$ cat config.mk
export PLATFORM = sky130hd
export DESIGN_NAME = vend_datapath
export DESIGN_NICKNAME = d
export VERILOG_FILES = /design/src/rtl/vend_datapath.sv
export SDC_FILE = /design/constraint.sdc
export NUM_CORES = 1
export LEC_CHECK = 0
export BUFFER_PORTS_ARGS = -buffer_cell sky130_fd_sc_hd__buf_4
export CORE_UTILIZATION = 40
export DETAILED_ROUTE_END_ITERATION = 12
export GPL_TIMING_DRIVEN = 0
export PLACE_DENSITY = 0.6
export REMOVE_ABC_BUFFERS = 1
export SYNTH_ARGS = -nofsm -noshare
export SYNTH_HDL_FRONTEND = slang
export SYNTH_SLANG_ARGS = --single-unit
$ cat constraint.sdc
create_clock -name clk -period 4.4 [get_ports clk]
set_input_delay 0 -clock clk [delete_from_list [all_inputs] [get_ports clk]]
set_output_delay 0 -clock clk [all_outputs]
set_load 0.01 [all_outputs]
$ cat src/rtl/vend_datapath.sv
// Coin-handling datapath for the soda vending controller: coin edge detect,
// pending-coin Y register, saturating TOTAL credit, price compare and CHANGE.
module vend_datapath #(
    parameter int unsigned PRICE   = 20,
    parameter int unsigned TOTAL_W = 8
) (
    input  logic               clk,
    input  logic               rst_n,
    input  logic               coin_valid,
    input  logic [1:0]         coin_sel,
    input  logic               y_ld,
    input  logic               y_rst,
    input  logic               total_ld,
    input  logic               total_rst,
    input  logic               change_ld,
    input  logic               change_rst,
    output logic               start,
    output logic               comp_result,
    output logic [TOTAL_W-1:0] total,
    output logic [TOTAL_W-1:0] change,
    output logic               change_valid,
    output logic               coin_reject,
    output logic               overflow
);

    localparam logic [TOTAL_W-1:0] PRICE_V = TOTAL_W'(PRICE);

    logic               r_coin_valid_q;
    logic [TOTAL_W-1:0] r_y;
    logic               r_pending;
    logic [TOTAL_W-1:0] r_total;
    logic               r_overflow;
    logic [TOTAL_W-1:0] r_change;
    logic               r_change_valid;
    logic               r_coin_reject;

    logic [TOTAL_W-1:0] w_coin_val;
    logic               w_ev;
    logic               w_consume;
    logic               w_accept;
    logic               w_reject;
    logic [TOTAL_W:0]   w_sum;
    logic               w_sat;
    logic               w_comp;
    logic [TOTAL_W-1:0] w_change_nxt;

    // Coin type to value in cents
    always_comb begin
        w_coin_val = '0;
        case (coin_sel)
            2'b01:   w_coin_val = TOTAL_W'(5);
            2'b10:   w_coin_val = TOTAL_W'(10);
            2'b11:   w_coin_val = TOTAL_W'(25);
            default: w_coin_val = '0;
        endcase
    end

    // A held strobe counts once; a coin may land in Y the same cycle the old one is consumed
    assign w_ev      = coin_valid & ~r_coin_valid_q & (coin_sel != 2'b00);
    assign w_consume = total_ld & r_pending;
    assign w_accept  = w_ev & y_ld & ~y_rst & (~r_pending | w_consume);
    assign w_reject  = w_ev & ~w_accept;

    assign w_sum        = {1'b0, r_total} + {1'b0, r_y};
    assign w_sat        = w_sum[TOTAL_W];
    assign w_comp       = (r_total >= PRICE_V);
    assign w_change_nxt = w_comp ? (r_total - PRICE_V) : '0;

    always_ff @(posedge clk or negedge rst_n) begin
        if (!rst_n) begin
            r_coin_valid_q <= 1'b0;
            r_coin_reject  <= 1'b0;
        end else begin
            r_coin_valid_q <= coin_valid;
            r_coin_reject  <= w_reject;
        end
    end

    always_ff @(posedge clk or negedge rst_n) begin
        if (!rst_n) begin
            r_y       <= '0;
            r_pending <= 1'b0;
        end else if (y_rst) begin
            r_y       <= '0;
            r_pending <= 1'b0;
        end else if (w_accept) begin
            r_y       <= w_coin_val;
            r_pending <= 1'b1;
        end else if (w_consume) begin
            r_y       <= '0;
            r_pending <= 1'b0;
        end
    end

    // Credit saturates at all-ones; overflow stays set until the next clear
    always_ff @(posedge clk or negedge rst_n) begin
        if (!rst_n) begin
            r_total    <= '0;
            r_overflow <= 1'b0;
        end else if (total_rst) begin
            r_total    <= '0;
            r_overflow <= 1'b0;
        end else if (w_consume) begin
            r_total    <= w_sat ? {TOTAL_W{1'b1}} : w_sum[TOTAL_W-1:0];
            r_overflow <= r_overflow | w_sat;
        end
    end

    // CHANGE samples the pre-clear TOTAL when vend clears credit on the same edge
    always_ff @(posedge clk or negedge rst_n) begin
        if (!rst_n) begin
            r_change       <= '0;
            r_change_valid <= 1'b0;
        end else begin
            r_change_valid <= change_ld & ~change_rst;
            if (change_rst) begin
                r_change <= '0;
            end else if (change_ld) begin
                r_change <= w_change_nxt;
            end
        end
    end

    assign start        = r_pending;
    assign comp_result  = w_comp;
    assign total        = r_total;
    assign change       = r_change;
    assign change_valid = r_change_valid;
    assign coin_reject  = r_coin_reject;
    assign overflow     = r_overflow;

endmodule

==> impl_metrics.ini, run 1 <==
[route]
dr.pass1.iters = 4
drc_errors = 0
via_count = 1171
postRouteAntennaNets = 0
via_per_inst = 5.25
drt_iter0_drc = 28
wl_per_cell_um = 13.2
wirelength_um = 2940

[timing]
min_period_ns = 2.10
tightestPinTransition_ns = 0.474
relSlewSlack_pct = 68.2
clock.fmax_ghz = 0.475
fin_crit_sh_pct = 47.8
rsz0062_at_grt = no
fin_tns_setup_ns = 0
skew_ns = 0.00786
hold_viol = 0
setup-violations-final = 0
slew_viol_final = 0

[finish]
layoutNonFillerInstCount = 223
antennaDiodeCount = 0
area_growth_pct = 30.9
nets = 199
drive_gt1_share_pct = 22.3

[critical_path]
crit_path_end_kind = register
start_kind = register
path_class = register to register
crit_required_ns = 4.64
path_max_fanout = 7
arrival_ns = 2.35

[placed_design]
dp.cells = 209
routabilityCongestion = 0.882
io_buffer_count = 31
dp_hpwl_um = 2160

[floorplan]
row_count = 20
dieWidth_um = 60.1
dieHeight_um = 60.1
boundaryPins = 32
start_util_pct = 43.2
die-area_mm2 = 0.00361
core_mm2 = 0.00313

[clocking]
cts.sinks = 26
clk_path_buf_depth = 2
clock_latency_ns = 0.32
cts_tree = done
post_cts_buffers = 0
h-tree-depth = 1
cts_made_buffers = 3
clk_root_buffer_cell = clkbuf_4
clkTransAtPathRegs_ns = 0.14

[pwr]
ir_drop_uv = 95.0
pwr-share-clk_pct = 30.6
share_comb_of_total_power_pct = 8.6
p_sw_share_pct = 22.7
power_density_mw_per_mm2 = 226
p_leak_nw = 0.850
seqPwrFrac_pct = 60.8
p_int_mw = 0.309
p_sw_mw = 0.0906

[synth]
ys_seq_area_share_pct = 48.2
synth_edf_count = 0
avgSynthCellArea_um2 = 9.93
synth_area_leaders = dfrtp_1, o21ai_0, ha_1, nand2_1, a21oi_1
synth_common_cells = dfrtp_1, o21ai_0, nand2_1
synth_most_common_cell = dfrtp_1
ys.flop_type = dfrtp_1
synth_area_mm2 = 0.00135
synth_top_area_share_pct = 48.2
yosysUniqueCellTypes = 34
yosysWarnings = 0
synth_top_cell_by_area = dfrtp_1
async_reset_ff_share_pct = 100
synth-seq-cells = 26
postSynthCellCount = 136

[global_routing]
grt_pass1_vias = 1174
antenna_found_initial = 0
overflow = 0
grt_pass1_wl_um = 5040
track_usage_pct = 19.0
grt_max_degree = 27

[min_path]
hold_path_class = primary input to register

[run]
cap_violations = 0

[status]
outcome = complete, no violations
-- path summary, 6_finish.rpt --
kind	start	endpoint	slack [ns]	depth (start not counted)
min reg2reg	change[6]$_DFFE_PN0P_	change[6]$_DFFE_PN0P_	0.50	2
max in group asynchronous	rst_n	start$_DFFE_PN0P_	4.04	2
min in group asynchronous	rst_n	change[2]$_DFFE_PN0P_	0.10	2
min	change_ld	change[6]$_DFFE_PN0P_	0.03	4
max	total[0]$_DFFE_PN0P_	total[0]$_DFFE_PN0P_	2.30	7
max reg2reg	total[0]$_DFFE_PN0P_	total[0]$_DFFE_PN0P_	2.30	7
-- cell families (layout without fill, tap and decap cells) --
kind of cell               Yosys count  count (layout)  share of synthesized area, %
and+or+nand+nor                     41              41                          15.6
xor gates and xnor gates             6               6                          3.89
AOI/OAI and AO/OA                   44              44                          20.4
adders and majority gates            8               8                          7.97
buffers and inverters                9              52                          2.50
DFF                                 26              26                          48.2
muxes                                2               2                          1.48
-- layout make-up --
class,count,area (µm²)
clock buffer,4,36.3
fill,315,1360
inverter,7,26.3
multi-input combinational,101,666
sequential,26,651
tap,44,55.1
timing repair buffer,41,333
-- cells in the final DEF (no fill, tap or decap), types with 2 or more instances in the layout --
| cell | netlist | layout |
|---|---|---|
| buf_4 | 0 | 31 |
| dfrtp_1 | 26 | 26 |
| o21ai_0 | 18 | 18 |
| nand2_1 | 16 | 16 |
| dlygate4sd3_1 | 0 | 10 |
| a21oi_1 | 9 | 9 |
| inv_1 | 7 | 7 |
| nor2_1 | 7 | 7 |
| ha_1 | 7 | 7 |
| o211ai_1 | 5 | 5 |
| nand3_1 | 5 | 5 |
| nor3b_1 | 3 | 3 |
| xor2_1 | 3 | 3 |
| xnor2_1 | 3 | 3 |
| clkbuf_4 | 0 | 3 |
| nand3b_1 | 2 | 2 |
| nor2b_1 | 2 | 2 |
| mux2i_1 | 2 | 2 |
| a32o_1 | 2 | 2 |
| o21bai_1 | 2 | 2 |
-- power by group through the flow --
| stage | Sequential (mW) | Combinational, mW | Clock, mW |
|---|---|---|---|
| 5_1_grt | 0.243 | 0.0384 | 0.137 |
| 4_1_cts | 0.243 | 0.0347 | 0.127 |
| 3_3_place_gp | 0.247 | 0.0276 | 0 |
| 3_5_place_dp | 0.247 | 0.0283 | 0 |
| 6_report | 0.243 | 0.0342 | 0.122 |
| 2_1_floorplan | 0.248 | 0.00888 | 0 |
-- stage by stage --
stage	cell area (µm²)	total power, mW	util, %	hold slack [ns]	setup slack, ns
final	1770	0.399	56.5	0.0254	2.30
after global routing	1770	0.418	56.5	0.0640	2.21
after CTS	1770	0.404	56.5	0.0279	2.31
after detailed placement	1630	0.276	52.1	-0.0681	2.34
after global placement	1630	0.275	52.1	-0.0751	2.38
after floorplan	1340	0.257	-	-0.296	2.54
-- metal layers --
layer	track usage, %	vias up	part of all wire [%]
li1	-	576	-
met1	22.3	550	46
met2	33.0	34	48
met3	3.03	11	3.4
met4	9.97	0	2.8
met5	0	-	0
-- state kept, by name, summed over array words and instances, names as in the netlist --
register and flops:
coin_reject 1, change_valid 1, start 1, overflow 1, r_coin_valid_q 1, total 8
r_y 5, change 8
-- worst max-delay path, cell delays in order (launching register included) --
cell and delay, ns:
dfrtp_1 0.48, ha_1 0.25, fa_1 0.24, nand3_1 0.12, a21boi_2 0.18, o21ai_2 0.10
or4_4 0.54, o21ai_0 0.11
-- what timing repair did --
| action | CTS | global route |
|---|---|---|
| resized for setup | 0 | 0 |
| setup endpoints to repair | 0 | 0 |
| endpoints found under the hold margin | 43 | 0 |
| hold buffers | 10 | 0 |
(Power assumes the default switching activity.)
==> run 2: changes to the inputs <==
Settings changed: PLACE_DENSITY 0.6 to 0.63.
Clock period 4.4 ns to 1.75 ns, I/O delays scaled along.
==> run 2 against run 1 <==
- the run now ends with setup timing left
- sequential cell count unchanged
- routed wire length up 12%
- combinational power rose to 2.7 times the previous value
- die area is the same
- sequential share of layout area is 3.4 points lower
- hold slack gained 0.0062 ns
- critical path type unchanged
==> impl_metrics.ini, run 2 (synthesized netlist as in run 1, its figures left out) <==
[status]
outcome = complete, but fails checks
violations = setup timing

[timing]
min_period_ns = 1.93
hold_viol = 0
timing.final.ws_setup_ns = -0.178
clock.fmax_ghz = 0.519
rsz0062_at_grt = yes
relSlewSlack_pct = 65.6
setup-violations-final = 9
tightestPinTransition_ns = 0.513
slew_viol_final = 0
fin_crit_sh_pct = 110
skew_ns = 0.00606

[critical_path]
worst_path_max_delay_cell = or4_4
slowest_delay_ns = 0.57
path_class = register to register
arrival_ns = 2.19
start_kind = register
path_max_fanout = 7
crit_path_end_kind = register
crit_required_ns = 2.01
rrSetupSlack_ns = -0.18
cp_cell_sequence = ha_4 -> fa_2 -> nand3_2 -> a21boi_2 -> o21ai_2 -> or4_4 -> o21ai_1

[finish]
fillers = 256
multi_input_area_um2 = 769
final_common_cell = buf_4
final_cell_mix = buf_4, dfrtp_1, nand2_1
area_growth_pct = 45.6
drive_gt1_share_pct = 37.8
antennaDiodeCount = 0
nets = 208
register_area_um2 = 657
fin_util_pct = 62.8

[pwr]
ir_drop_uv = 391
p_sw_mw = 0.238
seqPwrFrac_pct = 54.6
p_leak_nw = 0.892
p_sw_share_pct = 21.2
share_comb_of_total_power_pct = 8.2
p_int_mw = 0.883
power_density_mw_per_mm2 = 570
pwr-share-clk_pct = 37.3

[min_path]
hold_path_class = primary input to register

[placed_design]
dp_hpwl_um = 2150
dp_slack_ns = -0.316
routabilityCongestion = 0.772
io_buffer_count = 31

[route]
wirelength_um = 3290
drt_iter0_drc = 35
wl_per_cell_um = 14.2
postRouteAntennaNets = 0
via_count = 1208
dr.pass1.iters = 3
via_per_inst = 5.21
drc_errors = 0

[global_routing]
grt_pass1_vias = 1171
grt_max_degree = 27
grt_util_met1_pct = 21.6
antenna_found_initial = 0
overflow = 0
grt_pass1_wl_um = 5220
grtUsageMet3_pct = 2.60
gr-usage-met2_pct = 36.2
track_usage_pct = 19.9
top_usage_layer = met2

[clocking]
h-tree-depth = 1
cts_tree = done
clkTransAtPathRegs_ns = 0.15
clk_path_buf_depth = 2
clock_latency_ns = 0.33
cts_made_buffers = 3
cts.sinks = 26
clk_root_buffer_cell = clkbuf_4

[floorplan]
die-area_mm2 = 0.00361
core_mm2 = 0.00313
start_util_pct = 43.2
dieHeight_um = 60.1
boundaryPins = 32
row_count = 20
dieWidth_um = 60.1

[run]
cap_violations = 0
## run 2: changes by cell type in the layout (fill, tap and decap cells not counted), moves of 3 or more
cell,change
o21ai_1,+3
ha_1,-6
buf_4,+8
o21ai_2,+4
ha_4,+5
dfrtp_1,-5
o21ai_0,-7
dfrtp_2,+5
## run 2: area by class of cell
class                           instances  area share (%)
Clock buffer                            3            1.15
Clock inverter                          1            1.53
Inverter                                7            1.34
Multi-Input combinational cell        101            39.1
Sequential cell                        26            33.4
Tap cell                               44            2.80
Timing Repair Buffer                   50            20.6
## run 2: final timing paths
check / startpoint / to / cells past startpoint
worst min-delay path: change_ld / change[5]$_DFFE_PN0P_ / 4
worst max-delay path: r_y[0]$_DFFE_PN0P_ / total[1]$_DFFE_PN0P_ / 7
worst min register to register: change[5]$_DFFE_PN0P_ / change[5]$_DFFE_PN0P_ / 2
min in group asynchronous: rst_n / change[4]$_DFFE_PN0P_ / 2
worst max register to register: r_y[0]$_DFFE_PN0P_ / total[1]$_DFFE_PN0P_ / 7
max in group asynchronous: rst_n / total[0]$_DFFE_PN0P_ / 2
## run 2: per-stage QoR
step / power [mW] / std cells / setup TNS [ns] / cell area, µm² / hold WS, ns
final: 1.12 / 232 / -1.19 / 1970 / 0.0316
after global routing: 1.16 / 232 / -1.77 / 1970 / 0.0760
after CTS: 1.12 / 228 / -0.733 / 1880 / 0.0379
after detailed placement: 0.693 / 209 / -2.35 / 1630 / -0.0728
after global placement: 0.691 / 209 / -2.10 / 1630 / -0.0795
after floorplan: 0.646 / 134 / -0.871 / 1340 / -0.296
## run 2: per-layer routing
metal  share of wire (%)  vias up
met5                   0        -
met4                 2.7        0
met3                 3.0        9
met2                  53       25
met1                  42      579
li1                    -      595
## run 2: critical path, delay by kind of cell, from the launching register on
family | cells | cell delay (ns)
adder cells (fa/ha/maj) | 2 | 0.38
flip-flops | 1 | 0.42
AND/OR/NAND/NOR | 2 | 0.65
AO/OA/AOI/OAI | 3 | 0.40
## run 2: timing repair
action,CTS,global route
endpoints found under the hold margin,42,0
endpoints found under the setup margin,10,17
buffers inserted,6,4
pin swaps,7,9
hold buffers,9,0
resized for setup,18,15
## run 2: power groups by stage
| stage | clock network, mW | logic [mW] | registers (mW) |
|---|---|---|---|
| floorplan | 0 | 0.0223 | 0.623 |
| global placement | 0 | 0.0685 | 0.622 |
| detailed placement | 0 | 0.0711 | 0.622 |
| CTS | 0.423 | 0.0899 | 0.611 |
| global route | 0.450 | 0.102 | 0.613 |
| finish | 0.418 | 0.0918 | 0.612 |
